File: config.mk
export PLATFORM = sky130hd
export DESIGN_NAME = clk_div_ctrl_flat
export DESIGN_NICKNAME = d
export VERILOG_FILES = /design/src/rtl/clk_div_ctrl_if.sv /design/src/rtl/clk_div_ctrl.sv /design/src/flat_wrapper.sv
export SDC_FILE = /design/constraint.sdc
export NUM_CORES = 1
export LEC_CHECK = 0
export BUFFER_PORTS_ARGS = -buffer_cell sky130_fd_sc_hd__buf_2
export CORE_MARGIN = 4
export CORE_UTILIZATION = 40
export CTS_CLUSTER_DIAMETER = 40
export DETAILED_ROUTE_END_ITERATION = 16
export GPL_TIMING_DRIVEN = 0
export PLACE_DENSITY = 0.67
export SKIP_CTS_REPAIR_TIMING = 1
export SYNTH_ARGS = -nofsm -noshare
export SYNTH_HDL_FRONTEND = slang
export SYNTH_SLANG_ARGS = --single-unit
export TNS_END_PERCENT = 20
File: constraint.sdc
create_clock -name clk -period 4.9 [get_ports clk]
set_clock_uncertainty 0.15 [all_clocks]
set_input_delay 0.49 -clock clk [delete_from_list [all_inputs] [get_ports clk]]
set_output_delay 0.49 -clock clk [all_outputs]
set_load 0.03 [all_outputs]
File: src/rtl/clk_div_ctrl_if.sv
// Handshake/control bundle for clk_div_ctrl.
// The optional statistics signals exist only when CLK_DIV_CTRL_STATS_EN is defined.
interface clk_div_ctrl_if #(
    parameter int WIDTH   = 16,
    parameter int BURST_W = 8
);
    logic               start;
    logic               stop;
    logic [BURST_W-1:0] burst_len;
    logic [WIDTH-1:0]   div_val;
    logic               div_load;
    logic               div_ack;
    logic               tick;
    logic               clk_div;
    logic               busy;
    logic               done;
`ifdef CLK_DIV_CTRL_STATS_EN
    logic [31:0]        tick_count;
    logic               ovf_sticky;
`endif

    modport master (
        output start, stop, burst_len, div_val, div_load,
        input  div_ack, tick, clk_div, busy, done
`ifdef CLK_DIV_CTRL_STATS_EN
        , input tick_count, ovf_sticky
`endif
    );

    modport slave (
        input  start, stop, burst_len, div_val, div_load,
        output div_ack, tick, clk_div, busy, done
`ifdef CLK_DIV_CTRL_STATS_EN
        , output tick_count, ovf_sticky
`endif
    );
endinterface

File: src/rtl/clk_div_ctrl.sv
// clk_div_ctrl: run-time controller for the clock-divider path.
// Owns the active divisor, sequences start/stop and finite tick bursts, and
// swaps divisors only at period boundaries so no short/long period is produced.
// Optional feature macro: CLK_DIV_CTRL_STATS_EN adds tick_count / ovf_sticky.
module clk_div_ctrl #(
    parameter int WIDTH       = 16,
    parameter int DEFAULT_DIV = 3,
    parameter int BURST_W     = 8
) (
    input  logic           clk,
    input  logic           rst,
    clk_div_ctrl_if.slave  bus
);

    typedef enum logic {IDLE = 1'b0, RUN = 1'b1} state_t;

    state_t             state;
    state_t             state_nxt;
    logic [WIDTH-1:0]   div_n;
    logic [WIDTH-1:0]   div_shadow;
    logic [WIDTH-1:0]   cnt;
    logic               pending;
    logic [BURST_W-1:0] remaining;
    logic               tc;
    logic               last_tick;
    logic               go;

    // A divisor of 0 would never reach terminal count, so treat it as 1.
    function automatic logic [WIDTH-1:0] clamp_div(input logic [WIDTH-1:0] v);
        return (v == '0) ? WIDTH'(1) : v;
    endfunction

    // remaining == 0 marks a continuous run; otherwise the tick that consumes
    // the last count ends the burst.
    assign tc        = (state == RUN) && (cnt == div_n - WIDTH'(1));
    assign last_tick = tc && (remaining == BURST_W'(1));
    assign go        = bus.start && !bus.stop;

    // State register
    always_ff @(posedge clk) begin
        if (rst) state <= IDLE;
        else     state <= state_nxt;
    end

    // Next-state logic: stop always wins over start
    always_comb begin
        state_nxt = state;
        case (state)
            IDLE:    if (go) state_nxt = RUN;
            RUN:     if (bus.stop || last_tick) state_nxt = IDLE;
            default: state_nxt = IDLE;
        endcase
    end

    // Moore-style outputs decoded from state and the period counter
    always_comb begin
        bus.busy = (state == RUN);
        bus.tick = tc;
    end

    // Shadow divisor holds the latest request until a period boundary (last write wins)
    always_ff @(posedge clk) begin
        if (bus.div_load) div_shadow <= clamp_div(bus.div_val);
    end

    // Period counter, divided clock, burst accounting and divisor hand-over
    always_ff @(posedge clk) begin
        if (rst) begin
            cnt         <= '0;
            div_n       <= WIDTH'(DEFAULT_DIV);
            pending     <= 1'b0;
            remaining   <= '0;
            bus.clk_div <= 1'b0;
            bus.done    <= 1'b0;
            bus.div_ack <= 1'b0;
        end else begin
            bus.done    <= 1'b0;
            bus.div_ack <= 1'b0;
            if (state == IDLE) begin
                cnt         <= '0;
                bus.clk_div <= 1'b0;
                if (go) remaining <= bus.burst_len;
                if (bus.div_load) begin
                    div_n       <= clamp_div(bus.div_val);
                    bus.div_ack <= 1'b1;
                end
            end else if (bus.stop) begin
                // Abort: nothing may stay pending once the block goes idle
                cnt         <= '0;
                bus.clk_div <= 1'b0;
                if (bus.div_load) begin
                    div_n       <= clamp_div(bus.div_val);
                    pending     <= 1'b0;
                    bus.div_ack <= 1'b1;
                end else if (pending) begin
                    div_n       <= div_shadow;
                    pending     <= 1'b0;
                    bus.div_ack <= 1'b1;
                end
            end else if (tc) begin
                cnt         <= '0;
                bus.clk_div <= last_tick ? 1'b0 : ~bus.clk_div;
                if (remaining != '0) remaining <= remaining - BURST_W'(1);
                if (last_tick) bus.done <= 1'b1;
                if (bus.div_load) begin
                    div_n       <= clamp_div(bus.div_val);
                    pending     <= 1'b0;
                    bus.div_ack <= 1'b1;
                end else if (pending) begin
                    div_n       <= div_shadow;
                    pending     <= 1'b0;
                    bus.div_ack <= 1'b1;
                end
            end else begin
                cnt <= cnt + WIDTH'(1);
                if (bus.div_load) pending <= 1'b1;
            end
        end
    end

`ifdef CLK_DIV_CTRL_STATS_EN
    // Free-running tick statistics; the sticky flag records any wrap of the counter
    always_ff @(posedge clk) begin
        if (rst) begin
            bus.tick_count <= '0;
            bus.ovf_sticky <= 1'b0;
        end else if (tc) begin
            bus.tick_count <= bus.tick_count + 32'd1;
            if (&bus.tick_count) bus.ovf_sticky <= 1'b1;
        end
    end
`endif

endmodule

File: src/flat_wrapper.sv
// flat-port wrapper written by rule: the top's interface ports become plain ports
module clk_div_ctrl_flat 
#(
    parameter int WIDTH       = 16,
    parameter int DEFAULT_DIV = 3,
    parameter int BURST_W     = 8
)
  (clk, rst, bus_start, bus_stop, bus_burst_len, bus_div_val, bus_div_load, bus_div_ack, bus_tick, bus_clk_div, bus_busy, bus_done);
  clk_div_ctrl_if #(.WIDTH(WIDTH), .BURST_W(BURST_W)) bus_i ();
  input  logic clk;
  input  logic rst;
  input wire logic [$bits(bus_i.start)-1:0] bus_start;
  input wire logic [$bits(bus_i.stop)-1:0] bus_stop;
  input wire logic [$bits(bus_i.burst_len)-1:0] bus_burst_len;
  input wire logic [$bits(bus_i.div_val)-1:0] bus_div_val;
  input wire logic [$bits(bus_i.div_load)-1:0] bus_div_load;
  output wire logic [$bits(bus_i.div_ack)-1:0] bus_div_ack;
  output wire logic [$bits(bus_i.tick)-1:0] bus_tick;
  output wire logic [$bits(bus_i.clk_div)-1:0] bus_clk_div;
  output wire logic [$bits(bus_i.busy)-1:0] bus_busy;
  output wire logic [$bits(bus_i.done)-1:0] bus_done;
  assign bus_i.start = bus_start;
  assign bus_i.stop = bus_stop;
  assign bus_i.burst_len = bus_burst_len;
  assign bus_i.div_val = bus_div_val;
  assign bus_i.div_load = bus_div_load;
  assign bus_div_ack = bus_i.div_ack;
  assign bus_tick = bus_i.tick;
  assign bus_clk_div = bus_i.clk_div;
  assign bus_busy = bus_i.busy;
  assign bus_done = bus_i.done;
  clk_div_ctrl #(.WIDTH(WIDTH), .DEFAULT_DIV(DEFAULT_DIV), .BURST_W(BURST_W)) u_core (.clk(clk), .rst(rst), .bus(bus_i));
endmodule
==> metrics.txt <==
Lkg Pwr=1.426 nW; CTS root buffer=clkbuf_8; outcome=complete, no violations; wire per inst=15.01 um; peak fanout along the critical path=7; clk buf depth=2; distinct cell type count after synthesis=58; Die H=102.2 um; vias in the first global route=3035; Crit path largest cell delay=0.75 ns; Period Utilization, post-route=89.75%; CP required=4.26 ns; cells after synthesis=410; number of antenna diodes=0; H-tree levels=3; Top FF cell, synth=dfxtp_1; # IOs=34; final setup vio count=0; post-synth top area share=25.40%; core area=8678 sq um; vias per cell=5.402; Num Clock Sinks=61; Overall Global Routing Usage=17.79%; Initial DRT Pass Iterations=4; Fmax achieved=227.4 MHz; Skew-Pair Late Insertion Delay=0.35 ns; kind of critical path=register to primary output; worst slack at placement=0.8584 ns; endpoint class of the critical path=primary output; post-synthesis sequential area ratio=38.94%; first-pass GRT wire length=14.68 mm; largest area contributor in the netlist=dfxtp_1; Final WS setup=0.5022 ns; Worst path slowest cell=a2111oi_2; total number of vias=3063; post-DP HPWL=6.368 mm; Hold Vio Cnt, Final=0; Cell Chain, Critical Path=inv_1 > ha_1 > nor4b_1 > a41oi_1 > a2111oi_0 > nand3_1 > a2111oi_2 > and2_1 > buf_2; unrepaired setup endpoints after global routing=no; Syn Nets=443; most frequent cell after synthesis=dfxtp_1; synthesized area=3547 sq um; placed cell areas=3847 sq um; Max-cap violations=0; Post-synth EDFFs=16; Least-Margin Pin Slew=0.8364 ns; share of layout cells above drive strength 1=16.56%; fill count=877; Yosys reg bits=61; gp weighted congestion=0.8901; Final Max Slew Viols=0; synth top area cells=dfxtp_1 (25%), edfxtp_1 (14%), a211oi_1 (7.4%); worst hold-check path type=input pin to register; # port buffers=33; grt total ovfl=0; initial DRC count=123; setup TNS=0 ns; Slew headroom=44.13%; P&R area growth vs syn=14.50%; arrival time at the worst endpoint=3.76 ns; DRT Wirelength=8.512 mm; fin area=4061 sq um; Nets=487; syn_area_per_cell=8.652 sq um; CTS tree=built; Initial Util=40.87%; Die Area=10440 sq um; clk slew on worst S/H paths=0.07 ns; cell family with most CP delay=compound AO/OA/AOI/OAI gates; FFs w/ async S/R, synth=0%; DR DRC count=0; pwr dens=305.0 nW/um^2; Post-synth top cells=dfxtp_1 (45), nor2_1 (41), a211oi_1 (35); Post-DRT Antenna Nets=0; initial antenna violation count=0; CTS Buf Count=9; width of the chip=102.2 um; Buf/Inv on CP=2; non-filler cells in the finished layout=567; Peak VDD IR=0.0002336 V; YS warnings=0; Setup crit start kind=register; post-placement cell count=551; largest net degree at the start of global routing=20; FP Rows=34; final hold slack=0.2729 ns; Tmin final=4.398 ns
worst register-to-register path, stage by stage, from the launching register on:
cell and delay [ns]:
dfxtp_1 0.36, inv_1 0.08, ha_1 0.26, nor4b_1 0.55, a41oi_1 0.22, a2111oi_0 0.63, nand3_1 0.15, a2111o_1 0.47
buf_2 0.22, clkbuf_1 0.26, a211oi_1 0.37, a211oi_1 0.10
cells by family (layout without fill, tap and decap cells):
family | count (synthesis) | count (layout) | share of synthesized area, %
AND/OR/NAND/NOR | 146 | 146 | 20.99
AO/OA/AOI/OAI | 84 | 84 | 17.71
buffers and inverters | 64 | 113 | 7.055
flip-flops | 61 | 61 | 38.94
XOR/XNOR | 31 | 31 | 7.654
multiplexers | 20 | 20 | 6.243
adder cells (fa/ha/maj) | 4 | 4 | 1.411
area by class of cell:
| class | instances | area (sq um) | share of cell area [%] |
|---|---|---|---|
| clock inverters | 7 | 90.09 | 2.218 |
| repair buffers | 33 | 165.2 | 4.067 |
| flip-flops and latches | 61 | 1381 | 34.01 |
| clock buffers | 9 | 123.9 | 3.050 |
| inverters | 21 | 78.83 | 1.941 |
| well taps | 108 | 135.1 | 3.327 |
| multi-input cells | 285 | 1916 | 47.17 |
| plain buffers | 43 | 171.4 | 4.221 |
power breakdown:
group	switching (mW)	internal, mW
clock network	0.209	0.283
logic	0.105	0.0742
registers	0.0214	0.546
total	0.335	0.903
final timing paths:
check / start / endpoint / slack, ns / cells past startpoint
hold / removal: bus_div_val[12] / u_core.div_shadow[12] / 0.27 / 2
setup reg to reg: u_core.div_n[0] / u_core.div_n[5] / 0.96 / 11
setup / recovery: u_core.div_n[0] / bus_tick / 0.50 / 9
hold reg to reg: u_core.div_n[15] / u_core.div_n[15] / 0.33 / 2
cell usage in the layout (no fill, tap or decap), types with 15 or more instances in the layout:
master and n:
inv_1 21, a211oi_1 35, buf_2 38, dfxtp_1 45, edfxtp_1 16, xor2_1 17
nand3_1 21, nand2_1 22, nor2_1 41, mux2_2 15, clkbuf_1 32
through the flow:
step                total power [mW]  utilization (%)
finish                         1.239            46.80
global route                   1.299            46.80
CTS                            1.250            46.80
detailed placement            0.7550            44.33
global placement              0.7502            44.33
floorplan                     0.7009                -
state kept, by name, summed over array words and instances, names as in the netlist:
| signal | cells |
|---|---|
| u_core.bus.busy | 1 |
| u_core.bus.clk_div | 1 |
| u_core.bus.div_ack | 1 |
| u_core.bus.done | 1 |
| u_core.cnt | 16 |
| u_core.div_n | 16 |
| u_core.div_shadow | 16 |
| u_core.pending | 1 |
| u_core.remaining | 8 |
routing by layer:
layer | up-vias | routed length (um) | track usage (%)
met4 | 0 | 161 | 7.064
met2 | 57 | 4014 | 29.09
met3 | 14 | 243 | 2.457
met5 | - | 0 | 0
li1 | 1570 | - | -
met1 | 1422 | 4093 | 23.79
Note: power is estimated with default switching activity, not from simulation.
